**src/rtl/fifo_rr_arbiter_pkg.sv**
```systemverilog
// ============================================================================
// Package : fifo_arb_pkg
// Shared arbiter state type, statistics width and a constant clog2 helper.
// Revision: 1.0 - initial release
// ============================================================================
`default_nettype none

package fifo_arb_pkg;

  typedef enum logic [0:0] {
    IDLE = 1'b0,
    LOCK = 1'b1
  } arb_state_t;

  localparam int STATS_W = 16;

  function automatic int clog2(input int value);
    int r;
    r = 0;
    for (int i = 0; i < 31; i++) begin
      if ((1 << i) < value) r = i + 1;
    end
    return r;
  endfunction

endpackage

`default_nettype wire

```
**src/rtl/fifo_rr_arbiter_rr_pick.sv**
```systemverilog
// ============================================================================
// Module  : rr_pick
// Combinational round-robin pick: rotate, priority-encode, unrotate.
// Revision: 1.0 - initial release
// ============================================================================
`default_nettype none

module rr_pick
  import fifo_arb_pkg::*;
#(
  parameter int REQ_CNT = 4,
  parameter int SRC_W   = clog2(REQ_CNT)
) (
  input  logic [REQ_CNT-1:0] req_valid,
  input  logic [SRC_W-1:0]   last_grant,
  output logic [SRC_W-1:0]   winner,
  output logic               any_valid
);

  logic [SRC_W-1:0]   w_start;
  logic [SRC_W-1:0]   w_offset;
  logic [REQ_CNT-1:0] w_rot;
  logic [SRC_W:0]     w_sum;

  assign w_start = (last_grant >= SRC_W'(REQ_CNT - 1)) ? '0 : last_grant + SRC_W'(1);

  // Doubling the vector makes the rotate a plain right shift.
  assign w_rot = REQ_CNT'({req_valid, req_valid} >> w_start);

  always_comb begin
    w_offset = '0;
    for (int i = REQ_CNT - 1; i >= 0; i--) begin
      if (w_rot[i]) w_offset = SRC_W'(i);
    end
  end

  assign w_sum     = {1'b0, w_start} + {1'b0, w_offset};
  assign winner    = (w_sum >= (SRC_W + 1)'(REQ_CNT)) ? SRC_W'(w_sum - (SRC_W + 1)'(REQ_CNT))
                                                      : w_sum[SRC_W-1:0];
  assign any_valid = |req_valid;

endmodule

`default_nettype wire

```
**src/rtl/fifo_rr_arbiter.sv**
```systemverilog
// ============================================================================
// Module  : fifo_rr_arbiter
// Burst round-robin arbiter feeding one FIFO write port through an output
// register. Optional per-requester grant counters under FIFO_ARB_STATS_EN.
// Revision: 1.0 - initial release
// ============================================================================
`default_nettype none

module fifo_rr_arbiter
  import fifo_arb_pkg::*;
#(
  parameter int REQ_CNT    = 4,
  parameter int DATA_WIDTH = 8,
  parameter int MAX_BURST  = 4,
  parameter int SRC_W      = clog2(REQ_CNT)
) (
  input  logic                          clock_port,
  input  logic                          reset_port,
`ifdef FIFO_ARB_STATS_EN
  input  logic                          stats_clr,
  output logic [REQ_CNT*STATS_W-1:0]    grant_cnt,
`endif
  input  logic [REQ_CNT*DATA_WIDTH-1:0] req_data,
  input  logic [REQ_CNT-1:0]            req_valid,
  output logic [REQ_CNT-1:0]            req_ready,
  output logic [DATA_WIDTH-1:0]         out_data,
  output logic [SRC_W-1:0]              out_src,
  output logic                          out_valid,
  input  logic                          out_ready,
  output logic                          busy
);

  localparam int c_BEAT_W = clog2(MAX_BURST + 1);

  arb_state_t            r_state;
  logic [SRC_W-1:0]      r_last_grant;
  logic [c_BEAT_W-1:0]   r_beat_cnt;
  logic                  r_out_valid;
  logic [DATA_WIDTH-1:0] r_out_data;
  logic [SRC_W-1:0]      r_out_src;

  logic [SRC_W-1:0]      w_winner;
  logic [SRC_W-1:0]      w_sel;
  logic                  w_any_valid;
  logic                  w_pipe_ready;
  logic                  w_xfer;
  logic [REQ_CNT-1:0]    w_req_ready;
  logic [c_BEAT_W-1:0]   w_beat_next;
  logic [DATA_WIDTH-1:0] w_data_arr [REQ_CNT];

  for (genvar g_i = 0; g_i < REQ_CNT; g_i++) begin : g_unpack
    assign w_data_arr[g_i] = req_data[g_i*DATA_WIDTH +: DATA_WIDTH];
  end

  rr_pick #(
    .REQ_CNT (REQ_CNT),
    .SRC_W   (SRC_W)
  ) u_pick (
    .req_valid  (req_valid),
    .last_grant (r_last_grant),
    .winner     (w_winner),
    .any_valid  (w_any_valid)
  );

  assign w_pipe_ready = ~r_out_valid | out_ready;
  assign w_sel        = (r_state == IDLE) ? w_winner : r_last_grant;
  assign w_beat_next  = r_beat_cnt + c_BEAT_W'(1);

  always_comb begin
    w_req_ready = '0;
    if (reset_port) begin
      if (r_state == IDLE) begin
        if (w_any_valid && w_pipe_ready) w_req_ready[w_winner] = 1'b1;
      end else begin
        w_req_ready[r_last_grant] = w_pipe_ready;
      end
    end
  end

  assign w_xfer = |(w_req_ready & req_valid);

  always_ff @(posedge clock_port or negedge reset_port) begin
    if (!reset_port) begin
      r_state      <= IDLE;
      r_last_grant <= SRC_W'(REQ_CNT - 1);
      r_beat_cnt   <= '0;
      r_out_valid  <= 1'b0;
      r_out_data   <= '0;
      r_out_src    <= '0;
    end else begin
      if (w_xfer) begin
        r_out_valid <= 1'b1;
        r_out_data  <= w_data_arr[w_sel];
        r_out_src   <= w_sel;
      end else if (out_ready) begin
        r_out_valid <= 1'b0;
      end

      case (r_state)
        IDLE: begin
          if (w_xfer) begin
            r_last_grant <= w_winner;
            if (MAX_BURST > 1) begin
              r_state    <= LOCK;
              r_beat_cnt <= c_BEAT_W'(1);
            end
          end
        end
        LOCK: begin
          if (w_xfer) begin
            if (w_beat_next == c_BEAT_W'(MAX_BURST)) begin
              r_state    <= IDLE;
              r_beat_cnt <= '0;
            end else begin
              r_beat_cnt <= w_beat_next;
            end
          end else if (w_pipe_ready) begin
            // Pipe could take a beat but the owner has none: release early.
            r_state    <= IDLE;
            r_beat_cnt <= '0;
          end
        end
        default: begin
          r_state    <= IDLE;
          r_beat_cnt <= '0;
        end
      endcase
    end
  end

  assign req_ready = w_req_ready;
  assign out_valid = r_out_valid;
  assign out_data  = r_out_data;
  assign out_src   = r_out_src;
  assign busy      = (r_state == LOCK);

`ifdef FIFO_ARB_STATS_EN
  for (genvar g_s = 0; g_s < REQ_CNT; g_s++) begin : g_stats
    logic [STATS_W-1:0] r_cnt;

    always_ff @(posedge clock_port or negedge reset_port) begin
      if (!reset_port) begin
        r_cnt <= '0;
      end else if (stats_clr) begin
        r_cnt <= '0;
      end else if (req_valid[g_s] && w_req_ready[g_s] && (r_cnt != {STATS_W{1'b1}})) begin
        r_cnt <= r_cnt + STATS_W'(1);
      end
    end

    assign grant_cnt[g_s*STATS_W +: STATS_W] = r_cnt;
  end
`endif

endmodule

`default_nettype wire

```
**config.mk**
```make
export PLATFORM = sky130hd
export DESIGN_NAME = fifo_rr_arbiter
export DESIGN_NICKNAME = d
export VERILOG_FILES = /design/src/rtl/fifo_rr_arbiter_pkg.sv /design/src/rtl/fifo_rr_arbiter_rr_pick.sv /design/src/rtl/fifo_rr_arbiter.sv
export SDC_FILE = /design/constraint.sdc
export NUM_CORES = 1
export LEC_CHECK = 0
export ABC_CLOCK_PERIOD_IN_PS = 4800
export BUFFER_PORTS_ARGS = -buffer_cell sky130_fd_sc_hd__buf_2
export CORE_AREA = 2 2 55 57
export CTS_CLUSTER_DIAMETER = 50
export CTS_CLUSTER_SIZE = 28
export DETAILED_ROUTE_END_ITERATION = 8
export DIE_AREA = 0 0 57 59
export PLACE_DENSITY = 0.78
export SETUP_SLACK_MARGIN = 0.1
export SLEW_MARGIN = 20
export SYNTH_ARGS = -nofsm -noshare
export SYNTH_HDL_FRONTEND = slang
export SYNTH_HIERARCHICAL = 1
export SYNTH_SLANG_ARGS = --single-unit
```
**constraint.sdc**
```tcl
create_clock -name clock_port -period 4.8 [get_ports clock_port]
set_clock_uncertainty 0.05 [all_clocks]
set_input_delay 0.48 -clock clock_port [delete_from_list [all_inputs] [get_ports clock_port]]
set_output_delay 0.48 -clock clock_port [all_outputs]
set_load 0.02 [all_outputs]
```
==> results of run 1 <==
## logic make-up (layout without fill, tap and decap cells)
group                    Yosys count  count (layout)  share of synthesized area (%)
adder cells (fa/ha/maj)            4               4                           3.61
flip-flops                        17              17                           30.9
AO/OA/AOI/OAI                     28              28                           15.3
multiplexers                      26              26                           30.0
buffers and inverters             11              63                           5.06
AND/OR/NAND/NOR                   36              36                           15.2
## path summary, 6_finish.rpt
check,from,depth (start not counted),endpoint,slack [ns]
max,r_last_grant[0],8,req_ready[1],1.25
max in group asynchronous,reset_port,1,r_last_grant[1],4.27
min in group clock_port,out_data[4],1,out_data[4],0.46
max reg2reg,r_last_grant[0],8,out_data[2],1.26
min reg2reg,out_data[4],1,out_data[4],0.46
min,reset_port,1,out_data[1],0.08
## power groups by stage
stage	Clock (mW)	Combinational, mW	Sequential (mW)
floorplan	0	0.637	0.326
global placement	0	0.789	0.293
detailed placement	0	0.824	0.296
CTS	0.0819	0.825	0.296
global route	0.0863	0.895	0.310
finish	0.0796	0.818	0.296
## metrics by stage
step                hold WS, ns  utilization [%]  total power, mW  instances
global placement          0.409             60.6             1.08        201
global route              0.111             61.6             1.29        205
CTS                      0.0775             61.6             1.20        205
floorplan                 0.134                -            0.963        122
finish                   0.0793             61.6             1.19        205
detailed placement        0.424             60.6             1.12        201
## layout by cell type, fill, tap and decap left out, types with 3 or more instances in the layout
cell      synthesis  layout
a21oi_1           5       5
a22o_1            3       3
and2_1            4       4
buf_2             1      54
clkbuf_4          0       3
dfrtp_1          15      15
ha_1              4       4
inv_1             5       5
mux2_2            4       4
mux2_4            4       4
mux2i_1           9       9
mux4_1            7       7
nand2_1          11      11
nand2b_1          3       3
nor2_1            6       6
o21ai_0           4       4
o22ai_1           3       3
## per-layer routing
metal / track usage (%) / wire (um) / part of all wire (%)
met1: 23.6 / 1230 / 40
met2: 37.1 / 1530 / 50
met3: 3.93 / 242 / 7.9
met4: 13.3 / 78 / 2.5
met5: 0 / 0 / 0
## state kept, by name, summed over array words and instances (netlist names)
register and count:
busy 1, out_data 8, out_src 2, out_valid 1, r_beat_cnt 3, r_last_grant 2
## final cells by class
cell class | count | area share [%]
clock buffer | 4 | 1.57
inverter | 5 | 1.12
multi-input combinational | 94 | 53.1
sequential | 17 | 25.6
tap | 31 | 2.32
timing repair buffer | 54 | 16.2
## worst register-to-register path: cells and delay by family (launching register included)
kind	cells	cell delay [ns]
mux	3	1.53
flops	1	0.76
simple gates	2	0.40
fa+ha+maj	1	0.38
compound gates	2	0.32
==> impl_metrics.json, run 1 <==
{
  "yosysWarningCount": 6,
  "p_leak_nw": 0.785,
  "ir_drop_mv": 0.413,
  "cp.required_ns": 4.27,
  "crit_chain": "ha_1 > nor3b_1 > o21ai_0 > a31oi_1 > or4b_4 > o32ai_1 > and2_1 > buf_2",
  "pwr_density_cell_nw_per_um2": 716,
  "cp-end-kind": "output port",
  "switching_share_pct": 44.2,
  "crit_fanout": 20,
  "internal_power_uw": 666,
  "pwr-share-clk_pct": 6.7,
  "period_share_pct": 74.0,
  "hold_violations": 0,
  "wl_per_cell_um": 15.0,
  "yosys.area.top_type": "dfrtp_1",
  "rows": 19,
  "hold_buffers": 0,
  "grt_use_total_pct": 21.1,
  "finalWorstSetupSlack_ns": 1.25,
  "nets": 218,
  "synth_edf_count": 0,
  "drt_iter0_markers": 32,
  "critical_path.n_buffers_inverters": 1,
  "synth_seq_cells": 17,
  "dr.pass1.iters": 4,
  "slew_viol_final": 0,
  "grt_pass1_wl_mm": 5.40,
  "htree_levels": 1,
  "clock_latency_ns": 0.30,
  "die_y_um": 59,
  "io_pins": 55,
  "rsz0062_at_grt": "no",
  "area_growth_pct": 20.5,
  "multi_input_area_um2": 887,
  "via_per_inst": 5.96,
  "grt_max_degree": 28,
  "start_util_pct": 51.1,
  "regArea_um2": 428,
  "route.antenna.remaining_nets": 0,
  "io_buffers": 54,
  "synth_flop_cell": "dfrtp_1",
  "postSynthCellCount": 122,
  "ys_top_cells_by_count": "15 x dfrtp_1, 11 x nand2_1, 9 x mux2i_1",
  "placed_cell_area_um2": 1640,
  "dp_slack_ns": 1.29,
  "p_sw_uw": 528,
  "syn_nets": 165,
  "synth_area_um2": 1390,
  "grt_pass1_vias": 1291,
  "num_vias": 1221,
  "n_fill_cell": 223,
  "ys_top_cells_by_area": "dfrtp_1 27%, mux4_1 13%, mux2i_1 6.5%",
  "fin_crit_ns": 3.55,
  "coreArea_um2": 2710,
  "grt_overflow": 0,
  "cts.sinks": 17,
  "status": "complete, no violations",
  "wirelength_mm": 3.08,
  "critPathSlowestCell": "dfstp_2",
  "slowest_delay_ns": 0.76,
  "start_kind": "flop",
  "post-synth-top-count-cell": "dfrtp_1",
  "comb_power_share_pct": 68.5,
  "synth.distinct_cells": 45,
  "cts_made_buffers": 3,
  "root_buffer": "clkbuf_4",
  "slew_headroom_pct": 51.5,
  "die_x_um": 57,
  "die_area_um2": 3360,
  "synth.top_cell.area_share_pct": 27.1,
  "ys_seq_area_share_pct": 30.9,
  "cts_tree": "yes",
  "dp_hpwl_mm": 2.37,
  "syn_avg_cell_area_um2": 11.4,
  "tightest_slew_ns": 0.708,
  "cts.repair.resized": 0,
  "pwr-share-seq_pct": 24.8,
  "finalSetupViolations": 0,
  "cp.arrival_ns": 3.02,
  "cap_violations": 0,
  "fin_tns_setup_ns": 0,
  "clk_path_buf_depth": 2,
  "hp-class": "in -> async",
  "async_reset_ff_share_pct": 100,
  "cp_top_family": "simple AND/OR/NAND/NOR gates",
  "postLayoutCellArea_um2": 1670,
  "diodes": 0,
  "drive_gt1_share_pct": 43.7,
  "cts.reportedPaths.clkPinSlew_ns": 0.10,
  "postCtsSetupBuffers": 0,
  "critical_path_class": "reg -> out",
  "antenna_found_initial": 0,
  "drc": 0,
  "gp_congestion": 0.797,
  "clock.fmax_ghz": 0.281
}
(Power assumes the default switching activity.)
==> inputs of run 2 (changes only) <==
--- a/config.mk
+++ b/config.mk
@@ -5,14 +5,15 @@
 export SDC_FILE = /design/constraint.sdc
 export NUM_CORES = 1
 export LEC_CHECK = 0
-export ABC_CLOCK_PERIOD_IN_PS = 4800
+export ABC_AREA = 1
+export ABC_CLOCK_PERIOD_IN_PS = 3350
 export BUFFER_PORTS_ARGS = -buffer_cell sky130_fd_sc_hd__buf_2
-export CORE_AREA = 2 2 55 57
+export CORE_AREA = 2 2 58 60
 export CTS_CLUSTER_DIAMETER = 50
 export CTS_CLUSTER_SIZE = 28
 export DETAILED_ROUTE_END_ITERATION = 8
-export DIE_AREA = 0 0 57 59
-export PLACE_DENSITY = 0.78
+export DIE_AREA = 0 0 60 62
+export PLACE_DENSITY = 0.74
 export SETUP_SLACK_MARGIN = 0.1
 export SLEW_MARGIN = 20
 export SYNTH_ARGS = -nofsm -noshare
==> constraint.sdc (replaced) <==
create_clock -name clock_port -period 3.35 [get_ports clock_port]
set_clock_uncertainty 0.05 [all_clocks]
set_input_delay 0.335 -clock clock_port [delete_from_list [all_inputs] [get_ports clock_port]]
set_output_delay 0.335 -clock clock_port [all_outputs]
set_load 0.02 [all_outputs]
==> run 2 against run 1 <==
  * Synthesized area is 6.5% higher
  * Worst hold slack better by 0.19 ns
  * Sequential share of layout area is 1.8 points lower
  * Critical endpoint is now req_ready[2]
  * Largest cell class unchanged
  * Highest routed layer unchanged
==> impl_metrics.json, run 2 <==
{
  "final_common_cell": "nand2_1",
  "synth_seq_cells": 17,
  "rsz0062_at_grt": "yes",
  "nets": 334,
  "die_area_um2": 3720,
  "grt_overflow": 0,
  "cts_made_buffers": 3,
  "cp_top_family": "simple AND/OR/NAND/NOR gates",
  "crit_fanout": 7,
  "post-synth-top-count-cell": "nand2_1",
  "regArea_um2": 428,
  "start_util_pct": 46.4,
  "critical_path.n_buffers_inverters": 6,
  "hold_violations": 0,
  "area_growth_pct": 21.7,
  "dr.pass1.iters": 4,
  "tightest_slew_ns": 0.500,
  "postSynthCellCount": 236,
  "period_share_pct": 90.8,
  "r2r_end": "out_data[1]",
  "clock_latency_ns": 0.28,
  "largest_reg_flops": 8,
  "syn_avg_cell_area_um2": 6.25,
  "ys_top_cells_by_area": "dfrtp_1 25%, nand2_1 20%, nor2_1 8.4%",
  "drive_gt1_share_pct": 29.7,
  "grt.busiest_layer": "met2",
  "die_y_um": 62,
  "slew_headroom_pct": 66.7,
  "cts.reportedPaths.clkPinSlew_ns": 0.10,
  "crit_chain": "ha_1 > inv_2 > nand2_1 > nand2_2 > inv_1 > nand2_1 > nand3_1 > inv_1 > nand2_1 > nand2_1 > inv_1 > nor2_1 > nand3_1 > nand2_1 > nand2_1 > inv_1 > buf_2",
  "r2r_cells": 20,
  "multi_input_area_um2": 908,
  "fin_tns_setup_ns": 0,
  "ys_top_cells_by_count": "79 x nand2_1, 33 x nor2_1, 23 x nand3_1",
  "ys_seq_area_share_pct": 29.0,
  "critical_path_class": "reg -> out",
  "num_vias": 1642,
  "clk_path_buf_depth": 2,
  "critPathSlowestCell": "dfstp_2",
  "dp_hpwl_mm": 2.78,
  "slew_viol_final": 0,
  "cts.sinks": 17,
  "synth.top_cell.area_share_pct": 25.4,
  "rows": 21,
  "grt_use_total_pct": 20.9,
  "cp-end-kind": "output port",
  "io_pins": 55,
  "drc": 0,
  "gp_congestion": 0.881,
  "io_buffers": 54,
  "cp.arrival_ns": 2.66,
  "holdPathEnd": "busy",
  "cp.required_ns": 2.96,
  "clock.fmax_ghz": 0.329,
  "use_met2_pct": 32.0,
  "grt_pass1_wl_mm": 5.95,
  "syn_nets": 279,
  "async_reset_ff_share_pct": 100,
  "start_kind": "flop",
  "hp-class": "in -> reg",
  "fin_crit_ns": 3.04,
  "grt_pass1_vias": 1380,
  "grt_max_degree": 20,
  "drt_iter0_markers": 98,
  "finalSetupViolations": 0,
  "synth_flop_cell": "dfrtp_1",
  "yosys.area.top_type": "dfrtp_1",
  "cap_violations": 0,
  "antenna_found_initial": 0,
  "hold_depth": 4,
  "synth_area_um2": 1480,
  "via_per_inst": 4.89,
  "diodes": 0,
  "cp_common_cell": "nand2_1",
  "r2r_setup_slack_ns": 0.49,
  "slowest_delay_ns": 0.60,
  "met1_usage_pct": 30.7,
  "synth.distinct_cells": 24,
  "route.antenna.remaining_nets": 0,
  "coreArea_um2": 3180,
  "root_buffer": "clkbuf_4",
  "grt_use_met3_pct": 2.90,
  "die_x_um": 60,
  "n_fill_cell": 330,
  "hp-start": "out_ready",
  "wl_per_cell_um": 10.4,
  "r2r_start": "r_last_grant[0]",
  "cts_tree": "yes",
  "synth_edf_count": 0,
  "layout_common_cells": "79 x nand2_1, 54 x buf_2, 32 x nor2_1, 23 x nand3_1, 22 x o21ai_0",
  "wirelength_mm": 3.50,
  "yosysWarningCount": 6,
  "htree_levels": 1,
  "status": "complete, no violations"
}
-- run 2: cell types whose count changed after synthesis, moves of 4 or more --
cell,before,now
mux2i_1,9,0
nand3_1,1,23
nand2_1,11,79
nand2_2,0,10
mux4_1,7,0
o21ai_0,4,22
o21ai_1,0,5
inv_2,0,4
inv_1,5,19
nor2_1,6,33
mux2_2,4,0
mux2_4,4,0
-- run 2: kinds of logic after synthesis --
group / after synthesis / share of synthesized area (%)
AND/OR/NAND/NOR: 155 / 47.1
adder cells (fa/ha/maj): 4 / 3.39
AO/OA/AOI/OAI: 31 / 10.9
buffers and inverters: 29 / 9.58
flip-flops: 17 / 29.0
-- run 2: tightest hold or removal path: cells and delay by family --
| kind | cells | cell delay, ns |
|---|---|---|
| buffers and inverters | 2 | 0.13 |
| AND/OR/NAND/NOR | 2 | 0.12 |
-- run 2: final cells by class --
type | count | area share [%]
sequential | 17 | 23.8
timing repair buffer | 56 | 16.0
multi-input combinational | 190 | 50.6
tap | 46 | 3.21
clock buffer | 3 | 1.25
inverter | 23 | 4.81
clock inverter | 1 | 0.279
-- run 2: worst max path at each step --
stage | from | endpoint | cells past startpoint | slack, ns
final | r_last_grant[0] | req_ready[2] | 17 | 0.31
after global routing | r_last_grant[0] | req_ready[2] | 17 | 0.03
after CTS | r_last_grant[0] | req_ready[2] | 17 | 0.19
after detailed placement | r_last_grant[0] | out_data[1] | 17 | 0.32
after global placement | r_last_grant[0] | out_data[5] | 17 | 0.44
after floorplan | r_last_grant[0] | r_beat_cnt[2] | 21 | 0.78
-- run 2: what timing repair did --
action | in CTS | in global routing
endpoints found under the hold margin | 15 | 0
gates resized for setup | 0 | 2
setup buffers | 0 | 1
endpoints found under the setup margin | 0 | 20
hold buffers | 1 | 0
-- run 2: routing by layer --
metal | vias to the layer above | routed length, um
met4 | 0 | 18
met5 | - | 0
met3 | 2 | 186
met1 | 731 | 1720
met2 | 53 | 1570
li1 | 856 | -
-- run 2: per-stage QoR --
step / cell area [um^2] / utilization, % / cells / hold WS (ns) / setup slack (ns)
6_report: 1800 / 56.5 / 336 / 0.274 / 0.309
5_1_grt: 1800 / 56.5 / 336 / 0.300 / 0.0325
4_1_cts: 1790 / 56.2 / 335 / 0.265 / 0.190
3_5_place_dp: 1750 / 55.0 / 330 / 0.244 / 0.318
3_3_place_gp: 1750 / 55.0 / 330 / 0.243 / 0.440
2_1_floorplan: 1480 / - / 236 / -0.0106 / 0.775
Power of run 2 is not shown: default switching activity piles up to over one toggle a cycle in this logic, so the estimate is an artifact.
==> inputs of run 3 (changes only) <==
--- a/config.mk
+++ b/config.mk
@@ -8,15 +8,14 @@
 export ABC_AREA = 1
 export ABC_CLOCK_PERIOD_IN_PS = 3350
 export BUFFER_PORTS_ARGS = -buffer_cell sky130_fd_sc_hd__buf_2
-export CORE_AREA = 2 2 58 60
+export CORE_AREA = 2 2 62 64
 export CTS_CLUSTER_DIAMETER = 50
 export CTS_CLUSTER_SIZE = 28
 export DETAILED_ROUTE_END_ITERATION = 8
-export DIE_AREA = 0 0 60 62
-export PLACE_DENSITY = 0.74
+export DIE_AREA = 0 0 64 66
+export PLACE_DENSITY = 0.73
 export SETUP_SLACK_MARGIN = 0.1
 export SLEW_MARGIN = 20
 export SYNTH_ARGS = -nofsm -noshare
 export SYNTH_HDL_FRONTEND = slang
-export SYNTH_HIERARCHICAL = 1
 export SYNTH_SLANG_ARGS = --single-unit
==> run 3 against run 2 <==
  * Critical path depth stayed put
  * Worst setup slack lost 0.11 ns
  * Via count decreased by 0.73%
  * First-iteration DRC count fell by 10%
  * Cell area rose by 28%
  * Register-to-register slack got worse by 0.12 ns
  * Sequential share of layout area down 5.3 points
  * Synthesized cell count down 9.7%
  * Synthesized area grew 16%
  * Critical path type unchanged
==> impl_metrics.json, run 3 <==
{
  "htree_levels": 1,
  "die_y_um": 66,
  "cts_made_buffers": 3,
  "clk_path_buf_depth": 2,
  "coreArea_um2": 3550,
  "rsz0062_at_grt": "yes",
  "final_common_cell": "buf_2",
  "yosysWarningCount": 0,
  "area_growth_pct": 34.3,
  "finalWorstSetupSlack_ns": 0.198,
  "grt_pass1_vias": 1541,
  "root_buffer": "clkbuf_4",
  "via_per_inst": 4.92,
  "cp.required_ns": 2.96,
  "ys_seq_area_share_pct": 24.9,
  "yosys.area.top_type": "dfrtp_1",
  "slew_headroom_pct": 48.2,
  "wl_per_cell_um": 11.6,
  "io_pins": 55,
  "synth.distinct_cells": 32,
  "dp_hpwl_mm": 2.79,
  "cts.reportedPaths.clkPinSlew_ns": 0.10,
  "die_area_um2": 4220,
  "status": "complete, no violations",
  "cp.arrival_ns": 2.77,
  "slew_viol_final": 0,
  "wl_met3_um": 254,
  "grt_pass1_wl_mm": 6.35,
  "crit_fanout": 7,
  "synth_flop_cell": "dfrtp_1",
  "syn_avg_cell_area_um2": 8.06,
  "post-synth-top-count-cell": "nand2_1",
  "drc": 0,
  "io_buffers": 54,
  "diodes": 0,
  "clock.fmax_ghz": 0.317,
  "wl_met2_mm": 1.83,
  "grt_overflow": 0,
  "start_util_pct": 48.3,
  "cap_violations": 0,
  "cts_tree": "yes",
  "largest_reg_flops": 8,
  "antenna_found_initial": 0,
  "layout_common_cells": "52 x buf_2, 50 x nand2_1, 27 x nand2_2, 16 x nand2_4",
  "synth.top_cell.area_share_pct": 21.9,
  "cp-end-kind": "output port",
  "final_util_pct": 64.9,
  "fin_crit_ns": 3.15,
  "clock_latency_ns": 0.29,
  "route.antenna.remaining_nets": 0,
  "rows": 22,
  "drive_gt1_share_pct": 56.2,
  "dp_slack_ns": 0.104,
  "async_reset_ff_share_pct": 100,
  "cts.sinks": 17,
  "die_x_um": 64,
  "num_vias": 1630,
  "grt_use_total_pct": 18.8,
  "routed.top_layer": "met4",
  "fin_tns_setup_ns": 0,
  "finalSetupViolations": 0,
  "dr.pass1.iters": 4,
  "period_share_pct": 94.1,
  "grt_max_degree": 22,
  "hp-class": "in -> reg",
  "drt_iter0_markers": 88,
  "nets": 330,
  "gp_congestion": 0.812,
  "start_kind": "flop",
  "wirelength_mm": 3.84,
  "ys_top_cells_by_area": "dfrtp_1 22%, nand2_1 12%, nand2_4 9.2%",
  "syn_nets": 259,
  "synth_edf_count": 0,
  "critical_path_class": "reg -> out",
  "n_fill_cell": 290,
  "synth_area_um2": 1720,
  "drt-met1-wl_mm": 1.71,
  "tightest_slew_ns": 0.776,
  "postSynthCellCount": 213,
  "synth_seq_cells": 17,
  "ys_top_cells_by_count": "56 x nand2_1, 23 x nand2_2, 16 x nand3_1",
  "hold_violations": 0
}
run 3: cell type report:
cell class	instances	area [um^2]	share of cell area, %
inverters	20	83.8	3.64
clock inverters	1	5.00	0.217
repair buffers	72	439	19.1
multi-input cells	170	1270	54.9
flip-flops and latches	17	428	18.6
clock buffers	3	22.5	0.977
well taps	48	60.1	2.61
run 3: path summary, 6_finish.rpt:
path / startpoint / to / slack [ns] / depth (start not counted)
min reg2reg: out_src[0] / out_src[0] / 0.45 / 2
max in group asynchronous: reset_port / r_last_grant[0] / 2.45 / 2
max reg2reg: r_last_grant[1] / r_last_grant[0] / 0.37 / 24
min in group asynchronous: reset_port / r_beat_cnt[0] / 0.45 / 2
min: out_ready / out_valid / 0.30 / 4
max: r_last_grant[1] / req_ready[0] / 0.20 / 17
run 3: cells by family (layout without fill, tap and decap cells):
kind of cell    count (synthesis)  in the layout  share of synthesized area [%]
compound gates                 20             20                           7.14
xor+xnor                        2              2                           1.02
fa+ha+maj                       7              7                           5.10
buf+inv                        26             96                           7.51
flops                          17             17                           24.9
mux                            16             16                           9.91
simple gates                  125            125                           44.4
run 3: timing repair:
item | CTS | global route
setup endpoints to repair | 4 | 8
pin swaps | 0 | 17
endpoints found under the hold margin | 15 | 0
resized for setup | 4 | 28
setup buffers | 1 | 10
hold buffers | 1 | 0
run 3: metrics by stage:
step                instance area, um^2  hold WS (ns)  cells
finish                             2300         0.296    331
global route                       2300         0.341    331
floorplan                          1720       -0.0106    213
detailed placement                 2060         0.246    315
global placement                   2060         0.245    315
CTS                                2120         0.300    321
run 3: metal layers:
| metal | track usage, % | vias up |
|---|---|---|
| met4 | 7.61 | 0 |
| met1 | 23.5 | 731 |
| li1 | - | 830 |
| met5 | 0 | - |
| met2 | 32.2 | 63 |
| met3 | 3.07 | 6 |
run 3: critical path, stage by stage (launching register included):
cell	delay, ns
dfstp_2	0.62
inv_4	0.06
ha_4	0.28
inv_4	0.09
nand3_1	0.09
nand2_2	0.09
inv_1	0.07
nand2_2	0.08
inv_2	0.04
ha_4	0.15
xor2_2	0.18
buf_4	0.15
nand2_4	0.07
nand2_4	0.08
a21oi_4	0.17
nand2_1	0.07
inv_1	0.06
buf_6	0.11
Power of run 3 is left out for the same reason.
